`src/rtl/planificador_booth.sv`:
```
// Round-robin arbiter and sequencer for the shared radix-2 Booth multiplier datapath.
// Two clients compete for the datapath; the winner's operation runs LOAD, then N EVAL/SHIFT pairs, then DONE.
module planificador_booth #(
   parameter int N = 4
) (
   input  logic clk,
   input  logic reset,
   input  logic req0,
   input  logic req1,
   input  logic q0,
   input  logic qsub1,
   output logic gnt0,
   output logic gnt1,
   output logic sel,
   output logic busy,
   output logic CargaQ,
   output logic CargaM,
   output logic ResetA,
   output logic CargaA,
   output logic Resta,
   output logic DesplazaAQ,
   output logic done0,
   output logic done1
);

   localparam int CW = $clog2(N + 1);

   localparam logic [2:0] IDLE  = 3'd0;
   localparam logic [2:0] LOAD  = 3'd1;
   localparam logic [2:0] EVAL  = 3'd2;
   localparam logic [2:0] SHIFT = 3'd3;
   localparam logic [2:0] DONE  = 3'd4;

   logic [2:0]    state;
   logic [CW-1:0] cnt;
   logic          last;
   logic          pick;

   // With both clients waiting, the one not served last time wins
   always_comb begin
      pick = 1'b0;
      if (req0 && req1) begin
         pick = ~last;
      end else if (req1) begin
         pick = 1'b1;
      end
   end

   always_ff @(posedge clk or negedge reset) begin
      if (!reset) begin
         state <= IDLE;
         cnt   <= '0;
         sel   <= 1'b0;
         last  <= 1'b1;
      end else begin
         case (state)
            IDLE: begin
               if (req0 || req1) begin
                  sel   <= pick;
                  last  <= pick;
                  cnt   <= CW'(N);
                  state <= LOAD;
               end
            end
            LOAD:  state <= EVAL;
            EVAL:  state <= SHIFT;
            SHIFT: begin
               cnt   <= cnt - CW'(1);
               state <= (cnt == CW'(1)) ? DONE : EVAL;
            end
            DONE:    state <= IDLE;
            default: state <= IDLE;
         endcase
      end
   end

   // Strobes are pure state decodes; only EVAL looks at the Booth bit pair
   always_comb begin
      CargaQ     = 1'b0;
      CargaM     = 1'b0;
      ResetA     = 1'b0;
      CargaA     = 1'b0;
      Resta      = 1'b0;
      DesplazaAQ = 1'b0;
      done0      = 1'b0;
      done1      = 1'b0;
      case (state)
         LOAD: begin
            CargaQ = 1'b1;
            CargaM = 1'b1;
            ResetA = 1'b1;
         end
         EVAL: begin
            CargaA = q0 ^ qsub1;
            Resta  = q0 & ~qsub1;
         end
         SHIFT: DesplazaAQ = 1'b1;
         DONE: begin
            done0 = ~sel;
            done1 = sel;
         end
         default: ;
      endcase
   end

   assign busy = (state != IDLE);
   assign gnt0 = busy & ~sel;
   assign gnt1 = busy & sel;

endmodule

```
`config.mk`:
```
export PLATFORM = sky130hd
export DESIGN_NAME = planificador_booth
export DESIGN_NICKNAME = d
export VERILOG_FILES = /design/src/rtl/planificador_booth.sv
export SDC_FILE = /design/constraint.sdc
export NUM_CORES = 1
export LEC_CHECK = 0
export CAP_MARGIN = 20
export CELL_PAD_IN_SITES_DETAIL_PLACEMENT = 0
export CELL_PAD_IN_SITES_GLOBAL_PLACEMENT = 2
export CORE_MARGIN = 8
export CORE_UTILIZATION = 26
export DETAILED_ROUTE_END_ITERATION = 10
export GPL_TIMING_DRIVEN = 0
export PLACE_DENSITY_LB_ADDON = 0.1
export SLEW_MARGIN = 20
export SYNTH_ARGS = -nofsm -noshare
export SYNTH_HDL_FRONTEND = slang
export SYNTH_SLANG_ARGS = --single-unit
```
`constraint.sdc`:
```
create_clock -name clk -period 2 [get_ports clk]
set_clock_uncertainty 0.15 [all_clocks]
set_input_delay 0.3 -clock clk [delete_from_list [all_inputs] [get_ports clk]]
set_output_delay 0.3 -clock clk [all_outputs]
set_load 0.005 [all_outputs]
```
# ---- After elaboration in Yosys (flattened, before gate mapping)
# Cells that the tools add are included.
dict set report word_totals {
  regBits 8
  elab_cells 38
  out_inout_bits 12
  inputBits 6
}
dict set report classes {
  bitwise 7
  mux 13
  eq_ne 6
  add_sub_neg 1
  reduce_logical 7
}
# cell n
set ops {}
lappend ops {{case mux 3 bit (4 select lines)} 1}
lappend ops {{2-to-1 mux 3 bit} 3}
lappend ops {{2-to-1 mux 1 bit} 8}
lappend ops {{== test 3 x 1 -> 1 bit, second input constant} 2}
lappend ops {{== test 3 x 2 -> 1 bit, second input constant} 2}
lappend ops {{case mux 3 bit (2 select lines)} 1}
lappend ops {{AND reduction 2 bit} 2}
lappend ops {{AND 1 bit} 3}
lappend ops {{== test 3 bit, second input constant} 1}
lappend ops {{zero test 3 bit} 1}
lappend ops {{NOT 1 bit} 3}
lappend ops {{nonzero test 3 bit} 1}
lappend ops {{subtractor 3 x 1 -> 3 bit, second input constant} 1}
lappend ops {{!= test 2 bit, second input constant} 1}
lappend ops {{nonzero test 2 bit} 1}
lappend ops {{logical AND 1 bit} 1}
lappend ops {{logical OR 1 bit} 1}
lappend ops {{XOR 1 bit} 1}

# ---- Longest topological paths before layout
# Gate-level depths: netlist of run 1.
dict set report depth {
  ltp_word 3
  depth_mapped 5
  depth_no_buf 5
}

# ---- Worst setup path after synthesis of run 1
# OpenSTA, ideal clock, no wires.
dict set report synth_path {
  path_type {flip-flop to output port}
  start {register state[2]}
  end {output CargaQ}
  path_stages_with_launch 4
  t_required_ns 1.550
  slack_ns 0.463
  arrival_time_ns 1.087
  path_buffers 2
  path_cell_list {dfrtp_1 -> buf_2 -> nor3b_1 -> buf_4}
}
dict set report synth_via {
  elab_chain_len 2
}
# element line
set synth_rtl {}
lappend synth_rtl {{from (decl)} 34} ;# logic [2:0] state;
lappend synth_rtl {{from (signal assigned)} 69} ;# state <= (cnt == CW'(1)) ? DONE : EVAL;
lappend synth_rtl {{== test 3 x 1 -> 1 bit} n/a}
lappend synth_rtl {{2-to-1 mux 1 bit} n/a}
lappend synth_rtl {{to (decl)} 16} ;# output logic CargaQ,
# No other way between the ends.

# ---- Worst setup path in the final report of run 1
dict set report layout_path {
  start {register state[2]}
  end {output CargaQ}
}
dict set report layout_via {
  elab_chain_len 2
}
# element line
set layout_rtl {}
lappend layout_rtl {{== test 3 x 1 -> 1 bit} 87} ;# case (state)
lappend layout_rtl {{2-to-1 mux 1 bit} 87}
# No other way between the ends.

==> results.json, run 1 <==
{
  "syn_to_final_growth_pct": 58.70,
  "cts_buffers": 3,
  "antenna_found_initial": 0,
  "vdd.ir_drop.worst_uv": 664.5,
  "finalNonFillerCells": 113,
  "finalHoldViolations": 0,
  "grtUsageTotal_pct": 8.735,
  "layout-drive-gt1-share_pct": 27.91,
  "ys_warn_count": 0,
  "power_density_mw_per_mm2": 1269,
  "root_buffer": "clkbuf_4",
  "cp_max_fo": 4,
  "timing.hold.ws_ps": 181.6,
  "cts_buffer_depth": 2,
  "yosysTopAreaCell": "dfrtp_1",
  "relSlewSlack_pct": 72.39,
  "grt_overflow": 0,
  "clk_latency_ps": 260,
  "start_util_pct": 26.95,
  "status": "finished, final reports clean",
  "crit_type": "reg -> out",
  "synthTopCellsByArea": "dfrtp_1 34%, ha_1 7.2%, dfstp_2 5.1%",
  "grt_max_degree": 10,
  "rsz0062_at_grt": "true",
  "synthesis.area_um2": 518.0,
  "routedWlPerCell_um": 12.41,
  "period_needed_ps": 1933,
  "met1_length_um": 625,
  "highest_layer": "met4",
  "post-route-util_pct": 42.77,
  "diodes": 0,
  "worst_pin_slew_ps": 412.8,
  "final_nets": 96,
  "gp_congestion": 0.7007,
  "yosys_most_used_dff": "dfrtp_1",
  "period_share_pct": 96.66,
  "fin_area_um2": 822.0,
  "via_per_inst": 4.283,
  "yosysSeqAreaShare_pct": 38.89,
  "path_clk_slew_ps": 70,
  "dp_hpwl_um": 978.2,
  "synth-edff-count": 0,
  "endpoint_kind": "output pin",
  "critPathArrivalTime_ps": 1480,
  "syn_nets": 67,
  "met3_length_um": 91,
  "die_height_um": 60.64,
  "setup_viol": 0,
  "coreArea_mm2": 0.001922,
  "drt_pre_antenna_iters": 3,
  "die_x_um": 60.64,
  "placementRows": 16,
  "critPathMaxStageDelay_ps": 420,
  "max_freq_mhz": 517.3,
  "ys_async_sr_fraction_pct": 100.0,
  "setup_slack_ps": 66.73,
  "cp-start-kind": "flip-flop",
  "first_iter_violations": 7,
  "cp_common_cell": "buf_4",
  "fillers": 212,
  "ys_types": 29,
  "grt_pass1_wl_mm": 2.339,
  "dpl.cell_count": 102,
  "crit_slowest_cell": "dfrtp_1",
  "syn_inst": 58,
  "numPortBuffers": 17,
  "hp-class": "in -> async",
  "vias": 484,
  "drv_cap": 0,
  "synth_top_area_share_pct": 33.82,
  "ys_ff_latch": 8,
  "worst-endpoint-required_ps": 1550,
  "clock_sink_count": 8,
  "wl_mm": 1.402,
  "drc": 0,
  "cts-htree-levels": 1,
  "die_area_mm2": 0.003677,
  "avgSynthCellArea_um2": 8.931,
  "grt_pass1_vias": 471,
  "cp_cell_sequence": "buf_6, buf_4, nor3b_4, buf_4, dlygate4sd2_1",
  "p_leak_nw": 0.4095,
  "cts_tree": "yes",
  "dpl_worst_slack_ps": -291.4,
  "wl_met2_um": 671,
  "antenna_left": 0,
  "ioPinCount": 18,
  "dpl_cell_area_um2": 721.9,
  "slew_viol_final": 0
}
[cells by family after synthesis]
| logic type | Yosys count | share of synthesized area (%) |
|---|---|---|
| buffers and inverters | 11 | 11.35 |
| adder cells (fa/ha/maj) | 3 | 7.247 |
| AO/OA/AOI/OAI | 9 | 11.59 |
| flip-flops | 8 | 38.89 |
| AND/OR/NAND/NOR | 27 | 30.92 |
[repair_timing]
| action | CTS | global route |
|---|---|---|
| hold buffers | 0 | 0 |
| setup buffers | 4 | 3 |
| endpoints found under the setup margin | 11 | 3 |
| pin swaps | 2 | 1 |
| resized for setup | 15 | 5 |
[synthesized netlist by cell type, drive strengths merged (2+ instances only)]
library cell and n:
dfrtp 7, nand2 7, inv 6, buf 5, nor2 4, ha 3
nor3 3, o21ai 3, a31oi 2, and3 2, nand2b 2, nor3b 2
[layout by cell type (no fill, tap or decap), drive strengths merged, types with 2 or more instances in the layout]
cell type	count
buf	13
nand2	7
dfrtp	7
clkdlybuf4s50	7
dlygate4sd2	7
inv	6
clkbuf	5
nor2	4
ha	3
o21ai	3
nor3	3
and3	2
nand2b	2
a31oi	2
nor3b	2
[registers in the layout, indices dropped and copies added (netlist names)]
signal,count
cnt,3
sel,1
last,1
state,3
[worst max-delay path, delay by kind of cell, from the launching register on]
kind	cells	cell delay, ps
buf+inv	4	610
flops	1	420
simple gates	1	190
[metrics by stage]
stage | total power, mW | TNS, ps
detailed placement | 0.8453 | -486.5
global route | 1.151 | -18.42
global placement | 0.8509 | -476.3
CTS | 1.018 | -61.32
floorplan | 0.6144 | 0
finish | 1.043 | 0
[layer usage]
layer,track usage [%],vias up
met4,5.980,0
met2,13.57,10
met5,0,-
met1,9.951,223
met3,2.754,2
li1,-,249
[layout make-up]
| type | instances | area [um^2] | share of cell area [%] |
|---|---|---|---|
| Sequential cell | 8 | 201.4 | 24.51 |
| Clock buffer | 4 | 26.28 | 3.196 |
| Buffer | 5 | 48.80 | 5.936 |
| Timing Repair Buffer | 24 | 209.0 | 25.42 |
| Tap cell | 27 | 33.78 | 4.110 |
| Multi-Input combinational cell | 39 | 280.3 | 34.09 |
| Inverter | 6 | 22.52 | 2.740 |
[power breakdown]
group | internal [mW] | total, mW | switching, mW | leakage [nW]
combinational | 0.341 | 0.598 | 0.258 | 0.301
sequential | 0.242 | 0.302 | 0.0592 | 0.0934
clock | 0.0769 | 0.143 | 0.0663 | 0.0150
[path summary, 6_finish.rpt]
path	from	to	slack (ps)	cells past startpoint
setup reg to reg	state[2]	sel	530	5
setup / recovery	state[2]	CargaQ	70	5
hold / removal	reset	state[0]	180	1
min in group clk	cnt[1]	cnt[1]	370	2
hold reg to reg	cnt[1]	cnt[1]	370	2
max in group asynchronous	reset	last	1190	1
(Power assumes the default switching activity.)
==> run 2, diff against run 1 <==
--- a/config.mk
+++ b/config.mk
@@ -9,7 +9,7 @@
 export CELL_PAD_IN_SITES_DETAIL_PLACEMENT = 0
 export CELL_PAD_IN_SITES_GLOBAL_PLACEMENT = 2
 export CORE_MARGIN = 8
-export CORE_UTILIZATION = 26
+export CORE_UTILIZATION = 22
 export DETAILED_ROUTE_END_ITERATION = 10
 export GPL_TIMING_DRIVEN = 0
 export PLACE_DENSITY_LB_ADDON = 0.1
==> constraint.sdc (replaced) <==
create_clock -name clk -period 1.6 [get_ports clk]
set_clock_uncertainty 0.15 [all_clocks]
set_input_delay 0.24 -clock clk [delete_from_list [all_inputs] [get_ports clk]]
set_output_delay 0.24 -clock clk [all_outputs]
set_load 0.005 [all_outputs]
==> results.json, run 2 (synthesized netlist as in run 1, its figures left out) <==
{
  "clock_sink_count": 8,
  "first_iter_violations": 12,
  "placementRows": 17,
  "crit_slowest_cell": "dfrtp_1",
  "grt_pass1_vias": 569,
  "cts_buffer_depth": 2,
  "layout-drive-gt1-share_pct": 49.46,
  "root_buffer": "clkbuf_4",
  "rsz0062_at_grt": "true",
  "status": "complete, but fails checks",
  "cp_cell_sequence": "buf_6, buf_6, nor4b_4, buf_2",
  "crit_type": "reg -> out",
  "largestRegisters": "cnt x3, state x3",
  "grt_pass1_wl_mm": 2.656,
  "dp_hpwl_um": 991,
  "vdd.ir_drop.worst_uv": 754.0,
  "setup_viol": 6,
  "gp_congestion": 0.6652,
  "start_util_pct": 23.42,
  "clk_latency_ps": 270,
  "wl_mm": 1.550,
  "drv_cap": 0,
  "r2r_start": "state[1]",
  "dpl_cell_area_um2": 723.2,
  "cp_max_fo": 5,
  "coreArea_mm2": 0.002212,
  "via_per_inst": 4.479,
  "wl_met2_um": 824,
  "max_freq_mhz": 604.0,
  "path_depth": 4,
  "final_nets": 103,
  "critPathArrivalTime_ps": 1270,
  "die_x_um": 64.53,
  "fillers": 243,
  "layout_commonest_cell": "buf_4",
  "finalHoldViolations": 0,
  "p_leak_nw": 0.4346,
  "vias": 542,
  "dpl.cell_count": 103,
  "antenna_found_initial": 0,
  "cts-htree-levels": 1,
  "critPathTopFamily": "buffers and inverters",
  "syn_to_final_growth_pct": 74.64,
  "antenna_left": 0,
  "r2r-end": "cnt[0]",
  "violations": "negative setup slack",
  "crit_start": "state[2]",
  "hp-class": "in -> async",
  "period_needed_ps": 1656,
  "grt_max_degree": 9,
  "slew_viol_final": 0,
  "path_clk_slew_ps": 60,
  "ctsHoldBuffers": 0,
  "dpl_worst_slack_ps": -589.6,
  "ff2ff_setup_slack_ps": 110,
  "ioPinCount": 18,
  "drt_pre_antenna_iters": 4,
  "crit_end": "CargaA",
  "timing.hold.ws_ps": 110.2,
  "numPortBuffers": 17,
  "total_power_mw": 1.493,
  "power_density_mw_per_mm2": 1650,
  "most-common-layout-cells": "12 x buf_4, 11 x buf_6, 7 x nand2_1, 7 x dfrtp_1, 7 x buf_2",
  "endpoint_kind": "output pin",
  "period_share_pct": 103.5,
  "critPathMaxStageDelay_ps": 400,
  "cp_common_cell": "buf_6",
  "grt_overflow": 0,
  "cts_tree": "yes",
  "cp-start-kind": "flip-flop",
  "cts_buffers": 3,
  "finalNonFillerCells": 121,
  "post-route-util_pct": 40.89,
  "met1_length_um": 605,
  "routedWlPerCell_um": 12.81,
  "worst-endpoint-required_ps": 1210,
  "highest_layer": "met4",
  "die_area_mm2": 0.004163,
  "met3_length_um": 72,
  "worst-path-buf-inv": 3,
  "setup_slack_ps": -55.68,
  "diodes": 0,
  "relSlewSlack_pct": 73.92,
  "grtUsageTotal_pct": 8.242,
  "worst_pin_slew_ps": 390.0,
  "die_height_um": 64.53,
  "setup_tns_ps": -216.4,
  "r2r_cells": 7,
  "drc": 0,
  "fin_area_um2": 904.6
}
## run 2: cell types whose count changed in the layout (fill, tap and decap cells not counted), sizes merged
| cell | change |
|---|---|
| clkbuf | -1 |
| clkdlybuf4s50 | -3 |
| buf | +17 |
| dlygate4sd2 | -5 |
| dlymetal6s2s | -1 |
## run 2: cell type report
class	instances	area (um^2)	share of cell area, %
Sequential cell	8	201.4	22.27
Multi-Input combinational cell	39	312.8	34.58
Timing Repair Buffer	31	257.7	28.49
Tap cell	28	35.03	3.873
Buffer	5	48.80	5.394
Clock buffer	4	26.28	2.905
Inverter	6	22.52	2.490
## run 2: layer usage
metal  vias up  GRT usage (%)
li1        267              -
met1       260          8.657
met2        10          14.04
met3         5          2.234
met4         0          5.722
met5         -              0
## run 2: timing repair
action,CTS,global route
endpoints found under the setup margin,12,14
pin swaps,7,4
cloned,0,0
resized for setup,65,5
setup buffers,17,0
## run 2: report_power, final
group | switching, mW | total (mW) | internal, mW
Clock | 0.0832 | 0.180 | 0.0964
Combinational | 0.401 | 0.944 | 0.543
Sequential | 0.0657 | 0.369 | 0.303
Total | 0.550 | 1.49 | 0.943
## run 2: worst min path at each step
stage               cells past startpoint  slack [ps]   start     end
CTS                                     1         120   reset     sel
floorplan                               0        -210   reset  cnt[0]
global route                            1         130   reset  cnt[0]
detailed placement                      2         370  cnt[1]  cnt[1]
finish                                  1         110   reset     sel
global placement                        2         370    last    last
## run 2: worst reg2reg max path: stages, from the launching register on
cell	delay [ps]
dfrtp_1	370
buf_6	140
buf_6	120
nand3b_1	100
buf_4	120
buf_4	100
o21ai_0	70
a31o_2	210
==> run 3, diff against run 2 <==
--- a/config.mk
+++ b/config.mk
@@ -12,8 +12,11 @@
 export CORE_UTILIZATION = 22
 export DETAILED_ROUTE_END_ITERATION = 10
 export GPL_TIMING_DRIVEN = 0
+export MAX_ROUTING_LAYER = met4
 export PLACE_DENSITY_LB_ADDON = 0.1
+export SETUP_SLACK_MARGIN = 0.3
 export SLEW_MARGIN = 20
 export SYNTH_ARGS = -nofsm -noshare
 export SYNTH_HDL_FRONTEND = slang
 export SYNTH_SLANG_ARGS = --single-unit
+export TNS_END_PERCENT = 100
==> results.json, run 3 (synthesized netlist as in run 1, its figures left out) <==
{
  "die_x_um": 64.53,
  "placementRows": 17,
  "hp-class": "in -> async",
  "cp_max_fo": 4,
  "coreArea_mm2": 0.002212,
  "endpoint_kind": "output pin",
  "slew_viol_final": 0,
  "syn_to_final_growth_pct": 98.07,
  "via_per_inst": 4.362,
  "period_needed_ps": 1723,
  "gp_congestion": 0.7156,
  "vdd.ir_drop.worst_uv": 815.1,
  "dp_hpwl_mm": 1.006,
  "max_freq_mhz": 580.5,
  "largestRegisters": "cnt x3, state x3",
  "violations": "negative setup slack",
  "layout_commonest_cell": "buf_6",
  "cp_cell_sequence": "buf_6, buf_6, nor4bb_4, buf_2",
  "grt_pass1_wl_mm": 2.691,
  "fin_area_mm2": 0.001026,
  "post-route-util_pct": 46.38,
  "period_share_pct": 107.7,
  "final_nets": 109,
  "layout-drive-gt1-share_pct": 59.60,
  "drc": 0,
  "start_util_pct": 23.42,
  "grt_overflow": 0,
  "critPathArrivalTime_ps": 1330,
  "dpl_cell_area_um2": 747.0,
  "power_density_mw_per_mm2": 1727,
  "cts-htree-levels": 1,
  "grt_max_degree": 10,
  "dpl_worst_slack_ps": -548.7,
  "setup_tns_ps": -800.2,
  "first_iter_violations": 3,
  "cts_buffers": 3,
  "clk_latency_ps": 260,
  "root_buffer": "clkbuf_4",
  "crit_type": "reg -> out",
  "critPathMaxStageDelay_ps": 410,
  "routedWlPerCell_um": 13.15,
  "cp_common_cell": "buf_6",
  "finalHoldViolations": 0,
  "die_height_um": 64.53,
  "vias": 554,
  "clock_sink_count": 8,
  "worst_pin_slew_ps": 408.8,
  "path_clk_slew_ps": 70,
  "ioPinCount": 18,
  "grtUsageTotal_pct": 8.336,
  "cts_buffer_depth": 2,
  "diodes": 0,
  "finalNonFillerCells": 127,
  "worst-endpoint-required_ps": 1210,
  "drt_pre_antenna_iters": 4,
  "setup_slack_ps": -122.6,
  "relSlewSlack_pct": 72.66,
  "rsz0062_at_grt": "true",
  "crit_slowest_cell": "dfrtp_1",
  "setup_viol": 11,
  "status": "complete, but fails checks",
  "critPathTopFamily": "buffers and inverters",
  "cp-start-kind": "flip-flop",
  "antenna_found_initial": 0,
  "wl_mm": 1.670,
  "worst-path-buf-inv": 3,
  "die_area_mm2": 0.004163,
  "drv_cap": 0,
  "dpl.cell_count": 103,
  "ctsHoldBuffers": 0,
  "most-common-layout-cells": "20 x buf_6, 10 x buf_4, 7 x dfrtp_1, 6 x buf_2, 5 x inv_1",
  "cts_tree": "yes",
  "antenna_left": 0,
  "numPortBuffers": 17,
  "p_leak_nw": 0.4806,
  "grt_pass1_vias": 601
}
## run 3: cell count changes in the layout (fill, tap and decap cells not counted), moves of 2 or more
cell	change
buf_4	-2
buf_6	+9
nand2_1	-4
nand2_2	+3
o21ai_0	-2
o21ai_1	+2
## run 3: worst reg2reg max path: cells and delay by family, from the launching register on
| kind | cells | cell delay [ps] |
|---|---|---|
| AOI/OAI and AO/OA | 2 | 240 |
| DFF | 1 | 410 |
| buffers and inverters | 5 | 610 |
| and+or+nand+nor | 1 | 190 |
## run 3: final cells by class
type / count / area [um^2]
Inverter: 6 / 22.52
Multi-Input combinational cell: 39 / 352.8
Fill cell: 239 / 1186
Tap cell: 28 / 35.03
Sequential cell: 8 / 201.4
Buffer: 5 / 52.55
Timing Repair Buffer: 37 / 335.3
Clock buffer: 4 / 26.28
## run 3: per-layer routing
metal  global-route usage [%]  share of wire, %  vias to the layer above  routed length, um
met5                        -                 0                        -                  0
met4                    4.087              0.96                        0                 16
met3                    2.405               4.7                        2                 79
met2                    14.91                54                       10                910
met1                    8.060                40                      267                664
li1                         -                 -                      275                  -
## run 3: final timing paths
| check | cells after the start | slack, ps | start | end |
|---|---|---|---|---|
| hold reg to reg | 2 | 360 | last | last |
| setup / recovery | 4 | -120 | state[2] | Resta |
| max in group asynchronous | 1 | 860 | reset | last |
| setup reg to reg | 8 | -70 | state[2] | cnt[1] |
| hold / removal | 1 | 120 | reset | sel |
| min in group clk | 2 | 360 | last | last |
## run 3: through the flow
step	hold slack [ps]	total power [mW]
floorplan	-205.6	0.8007
global placement	369.5	1.094
detailed placement	373.8	1.099
CTS	135.9	1.633
global route	146.1	1.894
finish	123.2	1.772
## run 3: timing repair
action | in CTS | in global routing
endpoints found under the setup margin | 15 | 19
gates resized for setup | 71 | 15
pin swaps | 11 | 5
buffers inserted | 19 | 1
## run 3: power by group
group,switching (mW),internal [mW]
combinational,0.478,0.734
clock,0.0850,0.0963
sequential,0.0751,0.303
total,0.638,1.13
==> variant: new RTL, config.mk and constraints of run 2 <==
Reset style: synchronous (`reset`), changed in one clocked block.
--- a/src/rtl/planificador_booth.sv
+++ b/src/rtl/planificador_booth.sv
@@ -46,7 +46,7 @@
       end
    end
 
-   always_ff @(posedge clk or negedge reset) begin
+   always_ff @(posedge clk) begin
       if (!reset) begin
          state <= IDLE;
          cnt   <= '0;
Behaviour: differs if reset is asserted again (counterexample within 4 cycles, from zero or initial values and one cycle with reset low); with reset held inactive, the same outputs for 10 cycles.
==> variant against run 2 <==
The run still ends with setup timing left. Setup slack better by 0.014 ns. Design area decreased by 8.6%. Wire length fell by 6.9%. Synthesized area decreased by 4.8%. Via count decreased by 2.2%. Utilization shrank 2.8 points. Sequential cell count unchanged. Hold slack gained 0.21 ns. Non-clock buffer count decreased by 4.
Power is not compared: it rests on default switching activity, and its combinational part moved more than twofold at a synthesized area within 25%.
==> variant: results (changes against run 2) <==
Outcome
  • Status: complete, but fails checks
  • Failing checks: setup timing

Placed design
  • Global placement routability congestion: 0.6500 (-2.3%)
  • Post-DP HPWL: 981.5 um (-0.96%)

Setup path
  • Flop2flop setup slack: 0.21 ns (+0.10 ns)
  • Crit. Startpoint: state[1]
  • Reg-to-Reg Start: state[1]
  • Critical path peak fanout: 5 (unchanged)
  • Critical Path End: Resta
  • Reg2Reg Capture Point: cnt[0]
  • R2R depth: 5 (-2)
  • CP arrival: 1.25 ns (-0.02 ns)

Timing
  • Worst slew margin: 0.8457 (+0.1065)
  • Setup TNS Final: -0.06600 ns (+0.1504 ns)
  • Fin worst setup slack: -0.04198 ns (+0.01369 ns)
  • Final setup fails: 3 (-3)

Cells and area
  • Proportion of layout cells with a drive suffix above 1: 0.4607 (-0.03395)
  • Nets: 100 (-2.9%)
  • Fill count: 240 (-1.2%)
  • Ant. Diodes: 0 (unchanged)

Clock tree
  • H-tree levels: 1 (unchanged)
  • Clock Latency Late Sink: 0.25 ns (-0.02 ns)
  • Clk buf depth: 2 (unchanged)

Route
  • Metal3 WL: 108 um (+50%)
  • Vias: 530 (-2.2%)
  • M1 WL: 639 um (+5.6%)
  • Top Layer Used: met3
  • 1st-iter DRT viols: 13 (+1)
  • Met2 Wirelength: 695 um (-16%)
  • Wire per inst: 12.33 um (-3.7%)

Global routing
  • All-Layer GR Usage: 0.07418 (-0.008243)
  • First-pass GRT wire length: 2428 um (-8.6%)
  • Number of global-route vias before repair: 535 (-6.0%)
  • Largest net degree at the start of global routing: 10 (+1)

Logic synthesis
  • Post-synth top cells: dfxtp_1 (8), inv_1 (7), nor3_1 (5)
  • Register area share after synthesis: 0.3249 (-0.06402)
  • Net Count, Synth: 68 (+1.5%)
  • Synth area leaders: dfxtp_1 (32%), ha_1 (7.6%), inv_1 (5.3%)
  • Fraction of registers with async set/reset: 0 (-1.000)
  • Syn. warnings: 0 (unchanged)
  • Synth unique cells: 28 (-3.4%)

Power
  • Peak supply drop: 0.0004193 V
  • Leakage power: ~0.00037 uW

Min path
  • Hold Crit Class: reg2reg
## variant: logic make-up (layout without fill, tap and decap cells)
logic type                 count (synthesis)  count (layout)  synth area share
xor gates and xnor gates                   1               1           0.01777
buffers and inverters                     12              42            0.1320
and+or+nand+nor                           23              23            0.2945
DFF                                        8               8            0.3249
AOI/OAI and AO/OA                         12              12            0.1548
adders and majority gates                  3               3           0.07615
## variant: what timing repair did
action / 4_1_cts / 5_1_grt
cloned: 0 / 0
setup endpoints to repair: 12 / 7
pin swaps: 7 / 1
setup buffers: 12 / 3
resized for setup: 52 / 9
endpoints found under the hold margin: 0 / 0
## variant: worst min path at each step
stage / slack, ns / from / end
6_report: 0.32 / cnt[2] / state[2]
5_1_grt: 0.35 / cnt[2] / state[2]
4_1_cts: 0.32 / cnt[2] / state[2]
3_5_place_dp: 0.31 / cnt[2] / state[2]
3_3_place_gp: 0.31 / cnt[2] / state[2]
2_1_floorplan: 0.17 / reset / last
## variant: final cells by class
type / instances / share of cell area
Clock buffer: 3 / 0.02723
Multi-Input combinational cell: 39 / 0.3843
Sequential cell: 8 / 0.2088
Buffer: 1 / 0.009077
Timing Repair Buffer: 31 / 0.2965
Inverter: 7 / 0.03177
Tap cell: 28 / 0.04236
## variant: worst max-delay path, stage by stage (launching register included)
cell	delay, ns
dfxtp_4	0.40
buf_4	0.13
buf_4	0.11
nor4bb_1	0.20
buf_2	0.16
## variant: stage by stage
| step | setup slack [ns] | cell area (um2) | instances | hold WS [ns] |
|---|---|---|---|---|
| finish | -0.04198 | 827.0 | 117 | 0.3167 |
| CTS | -0.1659 | 804.5 | 117 | 0.3200 |
| global placement | -0.5750 | 698.2 | 104 | 0.3140 |
| global route | -0.09320 | 827.0 | 117 | 0.3487 |
| detailed placement | -0.5738 | 698.2 | 104 | 0.3143 |
| floorplan | 0.2667 | 493.0 | 59 | 0.1662 |
## variant: per-layer routing
metal | vias to the layer above | track usage
met1 | 247 | 0.08274
li1 | 268 | -
met2 | 15 | 0.1204
met4 | 0 | 0.01671
met5 | - | 0
met3 | 0 | 0.04064
## variant: report_power, final
group	internal, uW	switching (uW)
Combinational	117	70.8
Sequential	213	22.3
Clock	85.8	67.5
